===== config.mk =====
export PLATFORM = sky130hd
export DESIGN_NAME = load_store_unit
export DESIGN_NICKNAME = d
export VERILOG_FILES = /design/src/rtl/load_store_unit.sv
export SDC_FILE = /design/constraint.sdc
export NUM_CORES = 1
export LEC_CHECK = 0
export ABC_AREA = 1
export CORE_ASPECT_RATIO = 2
export CORE_MARGIN = 2
export CORE_UTILIZATION = 41
export CTS_CLUSTER_DIAMETER = 60
export DETAILED_ROUTE_END_ITERATION = 16
export GPL_TIMING_DRIVEN = 0
export PLACE_DENSITY = 0.85
export SKIP_LAST_GASP = 1
export SLEW_MARGIN = 20
export SYNTH_ARGS = -nofsm -noshare
export SYNTH_HDL_FRONTEND = slang
export SYNTH_SLANG_ARGS = --single-unit

===== constraint.sdc =====
create_clock -name clk_i -period 1.4 [get_ports clk_i]
set_input_delay 0.28 -clock clk_i [delete_from_list [all_inputs] [get_ports clk_i]]
set_output_delay 0.28 -clock clk_i [all_outputs]
set_load 0.02 [all_outputs]

===== src/rtl/load_store_unit.sv =====
// load_store_unit: RV32I data-memory stage; ready-handshake bus access with
// lane steering, load extension, misalignment/illegal/timeout detection.
module load_store_unit #(
    parameter int TIMEOUT = 16
) (
    input  logic        clk_i,
    input  logic        rst_ni,
    input  logic        req_valid_i,
    input  logic        req_we_i,
    input  logic [2:0]  req_funct3_i,
    input  logic [31:0] req_addr_i,
    input  logic [31:0] req_wdata_i,
    output logic        stall_o,
    output logic [31:0] load_data_o,
    output logic        load_valid_o,
    output logic        misaligned_o,
    output logic        bus_err_o,
    output logic        mem_req_o,
    output logic        mem_we_o,
    output logic [31:0] mem_addr_o,
    output logic [3:0]  mem_wstrb_o,
    output logic [31:0] mem_wdata_o,
    input  logic        mem_ready_i,
    input  logic [31:0] mem_rdata_i
);
    localparam int CW = $clog2(TIMEOUT + 1);

    typedef enum logic [1:0] {IDLE, BUS, DONE} state_e;
    typedef enum logic [1:0] {RES_OK, RES_MIS, RES_ERR} res_e;

    state_e        state_q, state_d;
    res_e          res_q, res_d;
    logic          we_q, we_d;
    logic [2:0]    f3_q, f3_d;
    logic [31:0]   addr_q, addr_d;
    logic [31:0]   wdata_q, wdata_d;
    logic [CW-1:0] cnt_q, cnt_d;
    logic [31:0]   load_data_q, load_data_d;

    logic          illegal, mis;
    logic [7:0]    byte_sel;
    logic [15:0]   half_sel;
    logic [31:0]   ext, lane_wdata;
    logic [3:0]    lane_strb;

    assign illegal = req_we_i ? req_funct3_i[2]
                              : (req_funct3_i[1:0] == 2'b11 || req_funct3_i == 3'b110);
    assign mis = (req_funct3_i[1:0] == 2'b01 && req_addr_i[0]) ||
                 (req_funct3_i[1] && req_addr_i[1:0] != 2'b00);

    // Lane steering and extraction always work from the latched request
    assign byte_sel   = mem_rdata_i[{addr_q[1:0], 3'b000} +: 8];
    assign half_sel   = mem_rdata_i[{addr_q[1], 4'b0000} +: 16];
    assign ext        = f3_q[1:0] == 2'b00 ? {{24{~f3_q[2] & byte_sel[7]}}, byte_sel} :
                        f3_q[1:0] == 2'b01 ? {{16{~f3_q[2] & half_sel[15]}}, half_sel} :
                        mem_rdata_i;
    assign lane_strb  = f3_q[1:0] == 2'b00 ? 4'b0001 << addr_q[1:0] :
                        f3_q[1:0] == 2'b01 ? (addr_q[1] ? 4'b1100 : 4'b0011) : 4'b1111;
    assign lane_wdata = f3_q[1:0] == 2'b00 ? {4{wdata_q[7:0]}} :
                        f3_q[1:0] == 2'b01 ? {2{wdata_q[15:0]}} : wdata_q;
    assign load_data_o = load_data_q;

    always_ff @(posedge clk_i or negedge rst_ni) begin
        if (!rst_ni) begin
            state_q     <= IDLE;
            res_q       <= RES_OK;
            we_q        <= 1'b0;
            f3_q        <= '0;
            addr_q      <= '0;
            wdata_q     <= '0;
            cnt_q       <= '0;
            load_data_q <= '0;
        end else begin
            state_q     <= state_d;
            res_q       <= res_d;
            we_q        <= we_d;
            f3_q        <= f3_d;
            addr_q      <= addr_d;
            wdata_q     <= wdata_d;
            cnt_q       <= cnt_d;
            load_data_q <= load_data_d;
        end
    end

    always_comb begin
        state_d      = state_q;
        res_d        = res_q;
        we_d         = we_q;
        f3_d         = f3_q;
        addr_d       = addr_q;
        wdata_d      = wdata_q;
        cnt_d        = cnt_q;
        load_data_d  = load_data_q;
        stall_o      = 1'b0;
        load_valid_o = 1'b0;
        misaligned_o = 1'b0;
        bus_err_o    = 1'b0;
        mem_req_o    = 1'b0;
        mem_we_o     = 1'b0;
        mem_addr_o   = '0;
        mem_wstrb_o  = '0;
        mem_wdata_o  = '0;
        case (state_q)
            IDLE: begin
                stall_o = req_valid_i;
                if (req_valid_i) begin
                    we_d    = req_we_i;
                    f3_d    = req_funct3_i;
                    addr_d  = req_addr_i;
                    wdata_d = req_wdata_i;
                    cnt_d   = '0;
                    res_d   = illegal ? RES_ERR : mis ? RES_MIS : RES_OK;
                    state_d = (illegal || mis) ? DONE : BUS;
                end
            end
            BUS: begin
                stall_o     = 1'b1;
                mem_req_o   = 1'b1;
                mem_we_o    = we_q;
                mem_addr_o  = {addr_q[31:2], 2'b00};
                mem_wstrb_o = we_q ? lane_strb : 4'b0000;
                mem_wdata_o = lane_wdata;
                // A ready arriving on the last allowed cycle still completes normally
                if (mem_ready_i) begin
                    state_d = DONE;
                    if (!we_q) load_data_d = ext;
                end else if (cnt_q == CW'(TIMEOUT - 1)) begin
                    state_d = DONE;
                    res_d   = RES_ERR;
                end else begin
                    cnt_d = cnt_q + CW'(1);
                end
            end
            DONE: begin
                load_valid_o = res_q == RES_OK && !we_q;
                misaligned_o = res_q == RES_MIS;
                bus_err_o    = res_q == RES_ERR;
                state_d      = IDLE;
            end
            default: state_d = IDLE;
        endcase
    end
endmodule


==> metrics.sh <==
OUTCOME='finished with violations'
VIOLATIONS='setup timing'
GLOBAL_ROUTE.USAGE.TOTAL_PCT=28.96
ROUTED_VIA_COUNT=7113
FIN_CRIT_NS=2.017
CP.REQUIRED_NS=1.12
FIRST_ITER_VIOLATIONS=498
FIN_WORST_SKEW_NS=0.01288
TIMING.CRITICAL_PATH.ARRIVAL_NS=1.74
ROUTE.FINAL.WIRE_LENGTH_MM=27.69
SYNTH_FF_TYPE='sky130_fd_sc_hd__dfrtp_1'
LAYOUT_WORST_PATH_CYCLE_SHARE_PCT=144.1
CTS.CLK_SLEW.WORST_PATHS_NS=0.09
P_TOTAL_mW=23.47
FILLERS=779
HOLDCRITPATHCLASS='primary input to async pin'
GP_ROUTABILITY_CONGESTION=0.9227
MAX_IR_DROP_VDD_V=0.001273
DRV.MAX_CAP_VIOLATION_COUNT=0
SYNTH_TOP_AREA_CELL='sky130_fd_sc_hd__dfrtp_1'
DIE_Y_UM=172.3
TRITONCTS='built'
INSERTEDDIODECOUNT=0
FIRSTDRTPASSITERS=5
ANTENNA_FOUND_INITIAL=0
YS_SEQ_ELEMENTS=109
POST-ROUTE-UTIL_PCT=82.74
DESIGN.DIE.AREA_UM2=15180
CELLS_AFTER_SYNTH=812
SEQUENTIAL_CELL_AREA_UM2=2731
P_LEAK_nW=6.016
CRITICAL_PATH_PEAK_FANOUT=6
CRIT_PATH_END='mem_wdata_o[15]'
MULTI_INPUT_AREA_UM2=3834
SETUP_VIOLATIONS=181
ROWS=61
LAYOUT_CELL_SHARE_WITH_DRIVE_STRENGTH_BEYOND_1_PCT=43.37
CTS-ROOT-BUF='sky130_fd_sc_hd__clkbuf_16'
NUM-NETS-FINAL=1224
SEQ_AREA_FRAC_SYNTH_PCT=46.99
CTS.HTREE.LEVELS=3
MAXSLEWVIOLCOUNT=0
STARTPOINT_TYPE='register'
CLOCK_INSERTION_DELAY_WORST_SKEW_NS=0.37
YOSYSUNIQUECELLTYPES=26
FINAL_CELL_MIX='sky130_fd_sc_hd__nand2_1, sky130_fd_sc_hd__dfrtp_1, sky130_fd_sc_hd__clkdlybuf4s50_1'
YS_ASYNC_SR_FRACTION_PCT=100.0
DIE-WIDTH_UM=88.14
MAX_FREQ_MHz=495.9
NUMCTSBUFFERS=9
FINAL_COMMON_CELL='sky130_fd_sc_hd__nand2_1'
SYNTH_AREA_LEADERS='sky130_fd_sc_hd__dfrtp_1, sky130_fd_sc_hd__nand2_1, sky130_fd_sc_hd__nor2_1'
GRT_PASS1_VIAS=6590
HPWL_MM=15.14
INITIAL_UTILIZATION_PCT=41.79
SYNTH-EDFF-COUNT=0
AVGVIACOUNTPERCELL=5.421
CORE_REGION_AREA_UM2=13890
AREA_GROWTH_SYN_TO_LAYOUT_PCT=98.02
DETAIL-ROUTE-ANTENNA-NETS=0
HOLD_VIOL_FINAL=0
FIN_TNS_SETUP_NS=-71.16
SETUP_REPAIR_AFTER_GLOBAL_ROUTING_MISSED_ITS_MARGIN='yes'
PORT_BUFFERS=207
REGTOREGENDPOINT='load_data_o[2]'
R2R_CELL_COUNT=14
ROUTEDWLPERCELL_UM=21.10
SOURCE_OF_THE_WORST_REGISTER_TO_REGISTER_TIMING_PATH='f3_q[1]'
GRT_OVERFLOW=0
CLOCK_TREE.BUFFER_DEPTH=2
IOPINCOUNT=210
DRC=0
PLACE_AREA_UM2=8482
HOLD_WS_NS=0.3963
GRT_FIRST_PASS_WIRELENGTH_MM=33.33
GRT_MAX_DEGREE=71
SYNTH_AREA_UM2=5804
R2R_SLACK_NS=-0.61
CRIT_PATH_END_KIND='primary output'
POWERDENSITY_nW_PER_UM2=2042
AVG_INST_SIZE_SYNTH_UM2=7.148
CLKSINKCOUNT=109
SYNTH_WARNINGS=0
FINALINSTANCEAREA_UM2=11490
TIMING.FINAL.WS_SETUP_NS=-0.6167
TIMING.SETUP.CRITICAL_PATH_CLASS='register to primary output'
SYNTH_TOP_AREA_SHARE_PCT=46.99
CP-STARTPOINT='f3_q[1]'
-- report_power, final --
group | internal (mW) | total [mW] | leakage (nW) | switching (mW)
registers | 4.59 | 5.67 | 1.30 | 1.08
logic | 6.78 | 15.0 | 4.56 | 8.19
clock network | 1.44 | 2.83 | 0.152 | 1.39
-- flip-flops by register name (all words and copies together) (netlist names) --
register and flops:
wdata_q 32, state_q 2, load_data_o 32, res_q 2, addr_q 32, cnt_q 5, we_q 1, f3_q 3
-- cells in the mapped netlist, types with 5 or more instances --
library cell and instances:
sky130_fd_sc_hd__nand3_1 39, sky130_fd_sc_hd__o21ai_0 12, sky130_fd_sc_hd__inv_1 89, sky130_fd_sc_hd__buf_1 5
sky130_fd_sc_hd__buf_2 27, sky130_fd_sc_hd__nand2_1 281, sky130_fd_sc_hd__o21ai_1 6, sky130_fd_sc_hd__nor2_1 112
sky130_fd_sc_hd__mux2_1 10, sky130_fd_sc_hd__mux2_2 13, sky130_fd_sc_hd__a21oi_1 74, sky130_fd_sc_hd__clkbuf_1 8
sky130_fd_sc_hd__dfrtp_1 109, sky130_fd_sc_hd__inv_2 9
-- worst min-delay path by stage --
stage,from,endpoint,slack [ns],cells past startpoint
6_report,rst_ni,load_data_o[29],0.40,2
5_1_grt,rst_ni,load_data_o[26],0.43,2
4_1_cts,rst_ni,wdata_q[16],0.40,2
3_5_place_dp,rst_ni,wdata_q[16],0.22,1
3_3_place_gp,load_data_o[22],load_data_o[22],0.46,2
2_1_floorplan,rst_ni,addr_q[0],-0.02,0
-- logic make-up (layout without fill, tap and decap cells) --
logic type	after synthesis	in the layout	share of synthesized area [%]
simple gates	444	444	30.22
buf+inv	141	451	9.894
flops	109	109	46.99
compound gates	92	92	7.933
fa+ha+maj	2	2	0.4311
mux	23	23	4.462
other cells	1	2	0.06461
-- layer usage --
metal	share of wire (%)	global-route usage (%)	up-vias
met4	9.0	18.71	0
met2	53	53.23	416
met3	6.3	6.062	188
li1	-	-	3107
met5	0	0	-
met1	31	28.30	3402
-- repair_timing --
action,CTS,global route
hold endpoints to repair,39,0
pin swaps,11,43
resized for setup,542,392
setup buffers,46,31
hold buffers,1,0
cloned,6,13
endpoints found under the setup margin,213,213
-- metrics by stage --
stage | instances | setup WS [ns]
floorplan | 813 | -0.06894
global placement | 1209 | -4.220
detailed placement | 1210 | -0.9070
CTS | 1279 | -0.5175
global route | 1312 | -0.6636
finish | 1312 | -0.6167
-- area by class of cell --
type	count	share of cell area (%)
buffer	40	4.757
clock buffer	9	1.960
clock inverter	7	0.8165
inverter	98	3.582
multi-input combinational	563	33.36
sequential	109	23.76
tap	189	2.057
timing repair buffer	297	29.71
-- worst max-delay path, cell delays in order (launching register included) --
cell and delay [ns]:
sky130_fd_sc_hd__dfrtp_1 0.40, sky130_fd_sc_hd__buf_6 0.15, sky130_fd_sc_hd__nor2_4 0.20, sky130_fd_sc_hd__inv_4 0.10, sky130_fd_sc_hd__buf_8 0.14, sky130_fd_sc_hd__nor2_4 0.11, sky130_fd_sc_hd__a21oi_4 0.05, sky130_fd_sc_hd__nor2_4 0.10
sky130_fd_sc_hd__buf_6 0.13
(Power assumes the default switching activity.)
==> variant, RTL diff (same flow settings) <==
Take the reset off `wdata_q` and load it in a clocked block of its own.
--- a/src/rtl/load_store_unit.sv
+++ b/src/rtl/load_store_unit.sv
@@ -68,5 +68,4 @@
             f3_q        <= '0;
             addr_q      <= '0;
-            wdata_q     <= '0;
             cnt_q       <= '0;
             load_data_q <= '0;
@@ -77,8 +76,11 @@
             f3_q        <= f3_d;
             addr_q      <= addr_d;
-            wdata_q     <= wdata_d;
             cnt_q       <= cnt_d;
             load_data_q <= load_data_d;
         end
+    end
+
+    always_ff @(posedge clk_i) begin
+        wdata_q <= wdata_d;
     end
 
Function: no difference found for any inputs over 4 cycles, from zero or initial values and one cycle with rst_ni low; that may be too few to reach the edited logic, so the function may still have changed.
==> variant against the original RTL <==
The run still ends with setup timing left. Critical path depth did not move. Non-clock buffer count is 11 lower. Sequential share of layout area rose by 2.4 points. Worst setup slack better by 0.0054 ns. Synthesized area is 3.2% lower. Synthesized cell count is 5.4% lower. Wire length is 2.4% higher. Cell area shrank 3.8%. Power shrank 27%. Utilization down 0.47 points. Largest power group unchanged. Sequential cell count unchanged. Sequential power is 15% lower.
==> variant: results (changes against the original RTL) <==
status: "finished with violations"
violations: "setup timing"
ys_types: 25  # -3.8%
ys_seq_area_frac: 0.5141  # +0.04422
dr.first_iter.drc_count: 558  # +12%
setup_viol: 176  # -2.8%
layout-drive-gt1-share: 0.4295  # -0.004161
vdd_ir_drop_max_v: 0.001135  # -11%
place_ws_ns: -0.8823  # +0.02474 ns
worstPathMaxFanout: 5  # -1
grt_first_pass_wirelength_microns: 33800  # +1.4%
setup-tns-final_ns: -53.45  # +17.71 ns
dp_hpwl_microns: 13990  # -7.6%
rrSetupSlack_ns: -0.37  # +0.24 ns
hold_ws_ns: 0.4061  # +0.009844 ns
dp_cells: 1132  # -6.4%
async_flop_share: 0.7064  # -0.2936
grt_pass1_vias: 6522  # -1.0%
drt-total-wl_microns: 28360  # +2.4%
synth_cells: 768  # -5.4%
synthTopCellsByArea: "dfrtp_1 34%, nand2_1 21%, edfxtp_1 17%"
dieArea_sq_um: 14710  # -3.1%
routed_via_density: 5.676  # +4.7%
grt_max_degree: 49  # -31%
fin_ws_ns: -0.6113  # +0.005415 ns
nFillCells: 683  # -12%
place_area_sq_um: 8199  # -3.3%
variant: layout make-up:
cell class / instances / area (sq um) / share of cell area
diodes: 1 / 2.502 / 0.0002263
plain buffers: 32 / 440.4 / 0.03984
clock buffers: 9 / 225.2 / 0.02037
clock inverters: 7 / 72.57 / 0.006564
inverters: 102 / 431.7 / 0.03904
multi-input cells: 523 / 3437 / 0.3109
flip-flops and latches: 109 / 2892 / 0.2615
well taps: 155 / 193.9 / 0.01754
repair buffers: 294 / 3324 / 0.3007
repair inverters: 2 / 36.28 / 0.003282
variant: worst paths after layout:
| kind | from | end | depth (start not counted) |
|---|---|---|---|
| min in group clk_i | load_data_o[21]$_DFFE_PN0P_ | load_data_o[21]$_DFFE_PN0P_ | 2 |
| hold reg to reg | load_data_o[21]$_DFFE_PN0P_ | load_data_o[21]$_DFFE_PN0P_ | 2 |
| setup / recovery | state_q[0]$_DFFE_PN0P_ | mem_addr_o[4] | 8 |
| setup reg to reg | cnt_q[1]$_DFFE_PN0P_ | cnt_q[2]$_DFFE_PN0P_ | 10 |
| max in group asynchronous | rst_ni | addr_q[0]$_DFFE_PN0P_ | 3 |
| hold / removal | rst_ni | addr_q[8]$_DFFE_PN0P_ | 2 |
variant: kinds of logic after synthesis:
family	count (synthesis)	synth area share
compound gates	84	0.07596
fa+ha+maj	2	0.004455
buf+inv	138	0.09802
flops	109	0.5141
other cells	1	0.0006677
simple gates	434	0.3068
variant: worst max-delay path: stages, from the launching register on:
cell and delay [ns]:
dfrtp_1 0.38, inv_2 0.07, nor2_4 0.13, buf_12 0.14, inv_12 0.04, buf_12 0.14
clkbuf_16 0.18, nor2_4 0.12, buf_6 0.16
variant: timing repair:
| action | 4_1_cts | 5_1_grt |
|---|---|---|
| pin swaps | 26 | 55 |
| resized for setup | 615 | 306 |
| gates cloned | 15 | 11 |
| endpoints found under the setup margin | 209 | 181 |
| endpoints found under the hold margin | 29 | 0 |
| setup buffers | 48 | 24 |
| hold buffers | 1 | 0 |
variant: report_power, final:
group / internal, mW / switching (mW) / leakage [nW] / total (mW)
logic: 4.03 / 5.71 / 4.04 / 9.74
registers: 4.24 / 0.595 / 1.28 / 4.84
clock network: 1.27 / 1.38 / 0.147 / 2.65
total: 9.54 / 7.68 / 5.46 / 17.2
variant: routing by layer:
metal | wire (microns) | track usage | part of all wire | vias up
met1 | 8266 | 0.2962 | 0.29 | 3291
met2 | 15030 | 0.5535 | 0.53 | 533
met5 | 0 | 0 | 0 | -
li1 | - | - | - | 2977
met4 | 3039 | 0.2086 | 0.11 | 0
met3 | 2026 | 0.04815 | 0.071 | 203
